$ cat src/rtl/alarm_ringer.sv
// alarm_ringer: turns the comparator alarm level into a buzzer pattern and LED, with dismiss, snooze and timeout.
// Optional build macro ESCALATE_EN: after 10 s of ringing the tone goes continuous at double pitch.
module alarm_ringer #(
  parameter int TONE_DIV       = 4,
  parameter int RING_TIMEOUT_S = 60,
  parameter int SNOOZE_S       = 300,
  parameter int MAX_SNOOZE     = 3
) (
  input  logic       newclk,
  input  logic       rst_n,
  input  logic       alarm_do,
  input  logic       sec_tick,
  input  logic       dismiss,
  input  logic       snooze,
  output logic       buzzer,
  output logic       alarm_led,
  output logic       ringing,
  output logic       alarm_clear,
  output logic       snooze_retrig,
  output logic [8:0] snooze_left
);

  typedef enum logic [1:0] {IDLE, RING, SNOOZE} state_t;

  localparam int         HALF_NORM    = (TONE_DIV < 1) ? 1 : TONE_DIV;
  localparam logic [7:0] HALF_NORM_M1 = 8'(HALF_NORM - 1);
  localparam logic [6:0] RING_LOAD    = 7'(RING_TIMEOUT_S);
  localparam logic [8:0] SNZ_LOAD     = 9'(SNOOZE_S);

  state_t     state;
  logic       alarm_do_p0, dismiss_p0, snooze_p0;
  logic       do_rise, dis_rise, snz_rise;
  logic [6:0] ring_cnt;
  logic [1:0] snooze_cnt;
  logic [7:0] tone_cnt;
  logic [7:0] half_m1;
  logic       tone_q, beep_phase;
  logic       tone_wrap, tone_nxt, phase_nxt;
  logic       snooze_at_max, ring_stop;

  function automatic logic [6:0] sat_dec7(input logic [6:0] v);
    return (v == 7'd0) ? 7'd0 : v - 7'd1;
  endfunction

  function automatic logic [8:0] sat_dec9(input logic [8:0] v);
    return (v == 9'd0) ? 9'd0 : v - 9'd1;
  endfunction

  assign do_rise  = alarm_do & ~alarm_do_p0;
  assign dis_rise = dismiss & ~dismiss_p0;
  assign snz_rise = snooze & ~snooze_p0;

  assign snooze_at_max = (int'(snooze_cnt) >= MAX_SNOOZE);
  // dismiss beats snooze beats timeout; an exhausted snooze behaves as dismiss
  assign ring_stop = dis_rise | (snz_rise & snooze_at_max) |
                     (~snz_rise & sec_tick & (ring_cnt <= 7'd1));

`ifdef ESCALATE_EN
  localparam int         HALF_ESC    = (TONE_DIV / 2 < 1) ? 1 : TONE_DIV / 2;
  localparam logic [7:0] HALF_ESC_M1 = 8'(HALF_ESC - 1);
  logic [3:0] esc_cnt;
  logic       escalated, esc_hit;
  assign escalated = (esc_cnt == 4'd10);
  assign esc_hit   = escalated | (sec_tick & (esc_cnt == 4'd9));
  assign half_m1   = escalated ? HALF_ESC_M1 : HALF_NORM_M1;
  assign phase_nxt = esc_hit | (beep_phase ^ sec_tick);
`else
  assign half_m1   = HALF_NORM_M1;
  assign phase_nxt = beep_phase ^ sec_tick;
`endif

  // >= so a half-period shrink mid-count wraps at once instead of running to 255
  assign tone_wrap = (tone_cnt >= half_m1);
  assign tone_nxt  = tone_wrap ? ~tone_q : tone_q;

  always_ff @(posedge newclk or negedge rst_n) begin
    if (!rst_n) begin
      state         <= IDLE;
      alarm_do_p0   <= 1'b0;
      dismiss_p0    <= 1'b0;
      snooze_p0     <= 1'b0;
      ring_cnt      <= '0;
      snooze_left   <= '0;
      snooze_cnt    <= '0;
      tone_cnt      <= '0;
      tone_q        <= 1'b0;
      beep_phase    <= 1'b0;
      buzzer        <= 1'b0;
      alarm_led     <= 1'b0;
      ringing       <= 1'b0;
      alarm_clear   <= 1'b0;
      snooze_retrig <= 1'b0;
`ifdef ESCALATE_EN
      esc_cnt       <= '0;
`endif
    end else begin
      alarm_do_p0   <= alarm_do;
      dismiss_p0    <= dismiss;
      snooze_p0     <= snooze;
      alarm_clear   <= 1'b0;
      snooze_retrig <= 1'b0;
      case (state)
        IDLE: begin
          if (do_rise) begin
            state      <= RING;
            ringing    <= 1'b1;
            alarm_led  <= 1'b1;
            ring_cnt   <= RING_LOAD;
            snooze_cnt <= '0;
            tone_cnt   <= '0;
            tone_q     <= 1'b0;
            beep_phase <= 1'b1;
            buzzer     <= 1'b0;
`ifdef ESCALATE_EN
            esc_cnt    <= '0;
`endif
          end
        end
        RING: begin
          if (ring_stop) begin
            state       <= IDLE;
            alarm_clear <= 1'b1;
            ringing     <= 1'b0;
            alarm_led   <= 1'b0;
            buzzer      <= 1'b0;
            beep_phase  <= 1'b0;
            tone_cnt    <= '0;
            tone_q      <= 1'b0;
            snooze_cnt  <= '0;
            snooze_left <= '0;
          end else if (snz_rise) begin
            state       <= SNOOZE;
            alarm_clear <= 1'b1;
            ringing     <= 1'b0;
            alarm_led   <= SNZ_LOAD[0];
            buzzer      <= 1'b0;
            beep_phase  <= 1'b0;
            tone_cnt    <= '0;
            tone_q      <= 1'b0;
            snooze_left <= SNZ_LOAD;
            snooze_cnt  <= snooze_cnt + 2'd1;
          end else begin
            tone_cnt   <= tone_wrap ? 8'd0 : tone_cnt + 8'd1;
            tone_q     <= tone_nxt;
            beep_phase <= phase_nxt;
            buzzer     <= tone_nxt & phase_nxt;
            if (sec_tick) begin
              ring_cnt <= sat_dec7(ring_cnt);
`ifdef ESCALATE_EN
              if (esc_cnt != 4'd10) esc_cnt <= esc_cnt + 4'd1;
`endif
            end
          end
        end
        SNOOZE: begin
          if (dis_rise) begin
            state       <= IDLE;
            alarm_led   <= 1'b0;
            snooze_left <= '0;
            snooze_cnt  <= '0;
          end else if (sec_tick) begin
            if (snooze_left <= 9'd1) begin
              state         <= RING;
              snooze_retrig <= 1'b1;
              ringing       <= 1'b1;
              alarm_led     <= 1'b1;
              snooze_left   <= '0;
              ring_cnt      <= RING_LOAD;
              tone_cnt      <= '0;
              tone_q        <= 1'b0;
              beep_phase    <= 1'b1;
              buzzer        <= 1'b0;
`ifdef ESCALATE_EN
              esc_cnt       <= '0;
`endif
            end else begin
              snooze_left <= sat_dec9(snooze_left);
              // decrementing a value >= 2 always flips its LSB
              alarm_led   <= ~snooze_left[0];
            end
          end
        end
        default: state <= IDLE;
      endcase
    end
  end

endmodule

$ cat config.mk
export PLATFORM = sky130hd
export DESIGN_NAME = alarm_ringer
export DESIGN_NICKNAME = d
export VERILOG_FILES = /design/src/rtl/alarm_ringer.sv
export SDC_FILE = /design/constraint.sdc
export NUM_CORES = 1
export LEC_CHECK = 0
export ABC_CLOCK_PERIOD_IN_PS = 2400
export CAP_MARGIN = 20
export CORE_ASPECT_RATIO = 1.1
export CORE_MARGIN = 2
export CORE_UTILIZATION = 57
export DETAILED_ROUTE_END_ITERATION = 10
export GPL_TIMING_DRIVEN = 0
export PLACE_DENSITY = 0.85
export SLEW_MARGIN = 15
export SYNTH_ARGS = -nofsm -noshare
export SYNTH_HDL_FRONTEND = slang
export SYNTH_SLANG_ARGS = --single-unit
$ cat constraint.sdc
create_clock -name newclk -period 2.4 [get_ports newclk]
set_input_delay 0.36 -clock newclk [delete_from_list [all_inputs] [get_ports newclk]]
set_output_delay 0.36 -clock newclk [all_outputs]
set_load 0.02 [all_outputs]
# Word level (Yosys, flattened, before mapping)
# Cells that the tools add are included.
word_totals:
  register_bits: 38
  input_bits: 6
  output_inout_bits: 14
  word_cells: 132
classes:
  addsub: 4
  n_lt_le_gt_ge: 4
  eq_ne: 13
  n_mux: 68
  bitwise_logic: 16
  n_reduce_logical: 12
op_table:
  columns: ["operator", "count"]
  rows:
  - ["2-to-1 mux 7 bit", 8]
  - ["2-to-1 mux 8 bit", 7]
  - ["2-to-1 mux 9 bit", 6]
  - ["2-to-1 mux 1 bit", 27]
  - ["one-hot mux 8 bit (3 select lines)", 1]
  - ["one-hot mux 7 bit (3 select lines)", 1]
  - ["2-to-1 mux 2 bit", 10]
  - ["one-hot mux 9 bit (2 select lines)", 1]
  - ["inequality test 2 bit (second input constant)", 8]
  - ["one-hot mux 1 bit (3 select lines)", 5]
  - ["one-hot mux 2 bit (3 select lines)", 2]
  - ["AND reduction 4 bit", 3]
  - ["less-or-equal comparator 9 x 1 -> 1 bit (second input constant)", 1]
  - ["logical NOT 9 bit", 1]
  - ["inequality test 3 bit (second input constant)", 3]
  - ["subtractor 9 x 1 -> 9 bit (second input constant)", 1]
  - ["adder 8 x 1 -> 8 bit (second input constant)", 1]
  - ["greater-or-equal comparator 8 x 2 -> 1 bit (second input constant)", 1]
  - ["AND reduction 8 bit", 1]
  - ["AND 1 bit", 7]
  - ["less-or-equal comparator 7 x 1 -> 1 bit (second input constant)", 1]
  - ["logical NOT 7 bit", 1]
  - ["subtractor 7 x 1 -> 7 bit (second input constant)", 1]
  - ["NOT 1 bit", 6]
  - ["12 further kinds", 13]

# Depth between registers and ports, before layout
logic_depth:
  word_depth: 8
  ltp_mapped: 8
  mapped_depth_nobuf: 7

# Worst setup path before layout
# OpenSTA, ideal clock, no wires.
synth_path:
  kind: "register to register"
  start: "register snooze_left[1]"
  end: "register ring_cnt[2]"
  setup_time_ns: 0.132
  arrival_time_ns: 1.898
  required_ns: 2.268
  path_slack_ns: 0.369
  path_stages_with_launch: 9
  n_path_buf: 1
  period_less_slack_ns: 2.031
  path_cell_list: "dfrtp_1 > inv_1 > ha_1 > o21bai_1 > nand4_1 > o32a_4 > buf_6 > a211oi_1 > o22ai_1"
synth_between:
  elab_chain_cells: 3
synth_lines:
  columns: ["item", "line_no", "rtl"]
  rows:
  - ["start: declaration", "20", "output logic [8:0] snooze_left"]
  - ["start signal: assignment", "177", "snooze_left <= sat_dec9(snooze_left);"]
  - ["less-or-equal comparator 9 x 1 -> 1 bit", "162", "if (snooze_left <= 9'd1) begin"]
  - ["inequality test 2 bit (no line)", null, null]
  - ["AND reduction 8 bit (no line)", null, null]
  - ["end signal: assignment", "148", "ring_cnt <= sat_dec7(ring_cnt);"]
  - ["end: declaration", "33", "logic [6:0] ring_cnt;"]
# Every way passes these cells.
# A chain may end at the register's enable or synchronous reset.

# Worst setup path in the final report
layout_path:
  start: "register ring_cnt[1]"
  end: "register snooze_left[5]"
layout_between:
  elab_chain_cells: 5
  word_cells_on_any_way: 7
  cone_classes: "1 x order compare; 1 x eq/ne; 2 x mux; 2 x bitwise; 1 x reduce/logical"
layout_lines:
  columns: ["item", "line_no", "rtl"]
  rows:
  - ["less-or-equal comparator 7 x 1 -> 1 bit *", "56", "(~snz_rise & sec_tick & (ring_cnt <= 7'd1));"]
  - ["AND 1 bit *", "56", null]
  - ["OR 1 bit *", "55", "assign ring_stop = dis_rise | (snz_rise & snooze_at_max) |"]
  - ["inequality test 3 bit (no line) or 2-to-1 mux 9 bit (tied branches)", null, null]
  - ["AND reduction 3 bit (no line) or one-hot mux 9 bit (2 select lines) (tied branches)", null, null]
# Every way passes the cells marked *; elsewhere a longest branch is shown, timed or not.

==> metrics.md <==
| Metric | Value |
|---|---|
| Initial antenna violation count | 0 |
| Max-Cap Viols | 0 |
| Clk Latency, worst-skew pair | 0.29 ns |
| Top FF cell, synth | dfrtp_1 |
| Routed WL | 4870 um |
| Seq/Total Area, Yosys | 43.7% |
| HPWL after detailed placement | 3430 um |
| Layout net count | 267 |
| Reg-to-reg setup timing slack | 0.14 ns |
| Worst vdd ir | 0.000783 V |
| GPL Wtd Cong | 0.903 |
| Crit path capture type | register |
| GR Overflow Total | 0 |
| Synth Net Count | 241 |
| Synth warnings | 0 |
| Slowest cell on crit path | nor4_4 |
| Req. time, crit path | 2.58 ns |
| Initial DRC Count | 165 |
| Die extent in x | 62.9 um |
| Synth async-reset ratio | 100% |
| TritonCTS Sinks | 38 |
| Fmax | 0.442 GHz |
| Status | finished clean |
| Slowest stage delay, CP | 0.63 ns |
| FF-to-FF End | snooze_left[5] |
| H-tree levels | 2 |
| Fin. max-slew vios | 0 |
| Power, Total | 3000 uW |
| Total CTS buffers | 5 |
| Pin count of the biggest net entering global routing | 22 |
| CTS Root Cell | clkbuf_8 |
| CP Buf/Inv Count | 1 |
| Worst path cell trace | inv_1 > ha_1 > o211ai_1 > nor4_4 > nor2_1 > o32a_1 |
| I/O Pins | 20 |
| Slew HR | 38.8% |
| Most common cell after layout, fill and taps aside | dfrtp_1 |
| Clk slew on worst S/H paths | 0.08 ns |
| Clk buf depth | 2 |
| Final ANT Viol Nets | 0 |
| Critical Path Stages | 6 |
| Height of the die | 68.8 um |
| Crit Path Class | reg2reg |
| Placed cell area | 0.00244 sq mm |
| Power per standard cell area | 1160 mW/mm^2 |
| IO Port Bufs | 18 |
| Drt first pass iters | 5 |
| Setup violators final | 0 |
| Final clock skew | 0.00763 ns |
| Minimum clock period | 2.26 ns |
| First-pass GRT wire length | 8220 um |
| DR WL/cell | 16.0 um |
| Post-DR vias/cell | 6.21 |
| Synth Instances | 228 |
| Die area | 0.00433 sq mm |
| CP arrival | 2.44 ns |
| Final hold vios | 0 |
| Post-synth EDFFs | 0 |
| Core Region | 0.00365 sq mm |
| Flops & latches, synth | 38 |
| Finished layout cell area | 0.00259 sq mm |
| Starting Density | 59.6% |
| # DRC | 0 |
| Slew @ Worst Pin | 0.913 ns |
| Number of global-route vias before repair | 1773 |
| Max Fanout on Critical Path | 10 |
| Post CTS Setup Buffer Count | 0 |
| Num rows | 23 |
| Via count | 1893 |
| Pleak | 0.00110 uW |
| Tcrit/Tclk final | 94.3% |
| Type of origin of the critical path | register |
| CP delay by family, top | simple AND/OR/NAND/NOR gates |
| Worst Hold Class | in2async |
| TritonCTS clock tree | built |
| Worst r2r src | ring_cnt[1] |
| Syn Area/Cell | 9.55 sq um |
| RSZ-0062 raised after global routing | false |
| Mapped Area | 0.00218 sq mm |
| Total track usage | 24.2% |
| Most frequent cells in the layout | dfrtp_1, nand2_1, nor2_1, clkdlybuf4s50_1, o21ai_0 |
| Yosys cell types | 52 |
| Area Growth Syn to Fin | 18.9% |
| # diodes | 0 |
| R2R depth | 6 |
| Share of cells above drive strength 1 | 11.8% |
==> flip-flops by register name, indices dropped and copies added, names as in the netlist <==
name / cells
dismiss_p0: 1
snooze_retrig: 1
tone_q: 1
alarm_do_p0: 1
ringing: 1
buzzer: 1
tone_cnt: 8
snooze_cnt: 2
snooze_left: 9
alarm_led: 1
snooze_p0: 1
alarm_clear: 1
state: 2
beep_phase: 1
ring_cnt: 7
==> kinds of logic after synthesis <==
family / synth area share, %
DFF: 43.7
adders and majority gates: 4.02
AOI/OAI and AO/OA: 23.8
muxes: 1.38
buffers and inverters: 4.48
xor gates and xnor gates: 0.804
and+or+nand+nor: 21.9
==> where the power goes <==
group          internal, uW  leakage, uW  switching, uW
combinational           560     0.000546            747
sequential              808     0.000482            205
clock                   444    0.0000714            235
total                  1810      0.00110           1190
==> area by class of cell <==
type                       count  area (sq um)
clock inverter                 2          60.1
multi-input combinational    171          1130
tap                           50          62.6
clock buffer                   6          82.6
timing repair buffer          19           203
sequential                    38           951
fill                         309          1060
buffer                         4          41.3
inverter                      15          56.3
==> synthesized netlist by cell type (3+ instances only) <==
cell | number | area share, %
inv_1 | 15 | 2.6
nor2_1 | 20 | 3.4
a21oi_1 | 7 | 1.6
nor2b_1 | 4 | 1.1
a22o_1 | 3 | 1.2
a211oi_1 | 5 | 1.7
mux2i_1 | 3 | 1.4
nor4_1 | 3 | 0.86
nand2_1 | 21 | 3.6
nand3_1 | 5 | 1.1
buf_6 | 3 | 1.6
ha_1 | 7 | 4.0
o21a_1 | 5 | 1.7
o21bai_1 | 3 | 1.0
o21ai_0 | 16 | 3.7
a31oi_1 | 4 | 1.1
or3_1 | 3 | 0.86
o22ai_1 | 9 | 2.6
nor3_1 | 9 | 2.1
nand4_1 | 4 | 1.1
dfrtp_1 | 38 | 44
and2_1 | 3 | 0.86
==> how the worst max path moves through the flow <==
stage | start | slack [ns] | end
3_3_place_gp | dismiss | -0.13 | snooze_left[5]
3_5_place_dp | dismiss | -0.14 | snooze_left[5]
5_1_grt | snooze_left[1] | 0.03 | ring_cnt[2]
4_1_cts | dismiss | 0.15 | snooze_left[5]
2_1_floorplan | snooze_left[1] | 0.37 | ring_cnt[2]
6_report | ring_cnt[1] | 0.14 | snooze_left[5]
==> what timing repair did <==
action / 4_1_cts / 5_1_grt
endpoints found under the setup margin: 0 / 1
resized for setup: 0 / 1
hold buffers: 0 / 0
==> per-layer routing <==
| metal | track usage [%] | vias to the layer above | share of wire [%] |
|---|---|---|---|
| li1 | - | 893 | - |
| met1 | 32.2 | 922 | 44 |
| met2 | 42.0 | 67 | 49 |
| met3 | 3.41 | 11 | 5.5 |
| met4 | 6.94 | 0 | 1.6 |
| met5 | 0 | - | 0 |
==> stage by stage <==
stage / hold slack, ns / utilization (%) / setup slack, ns / cells / setup TNS (ns)
final: 0.00302 / 70.9 / 0.138 / 305 / 0
after global routing: 0.0332 / 70.9 / 0.0303 / 305 / 0
after CTS: 0.0177 / 70.8 / 0.154 / 305 / 0
after floorplan: 0.0644 / - / 0.369 / 228 / 0
after global placement: 0.471 / 66.2 / -0.131 / 296 / -0.131
after detailed placement: 0.336 / 66.9 / -0.143 / 297 / -0.144
Power figures use the tool's default switching activity.
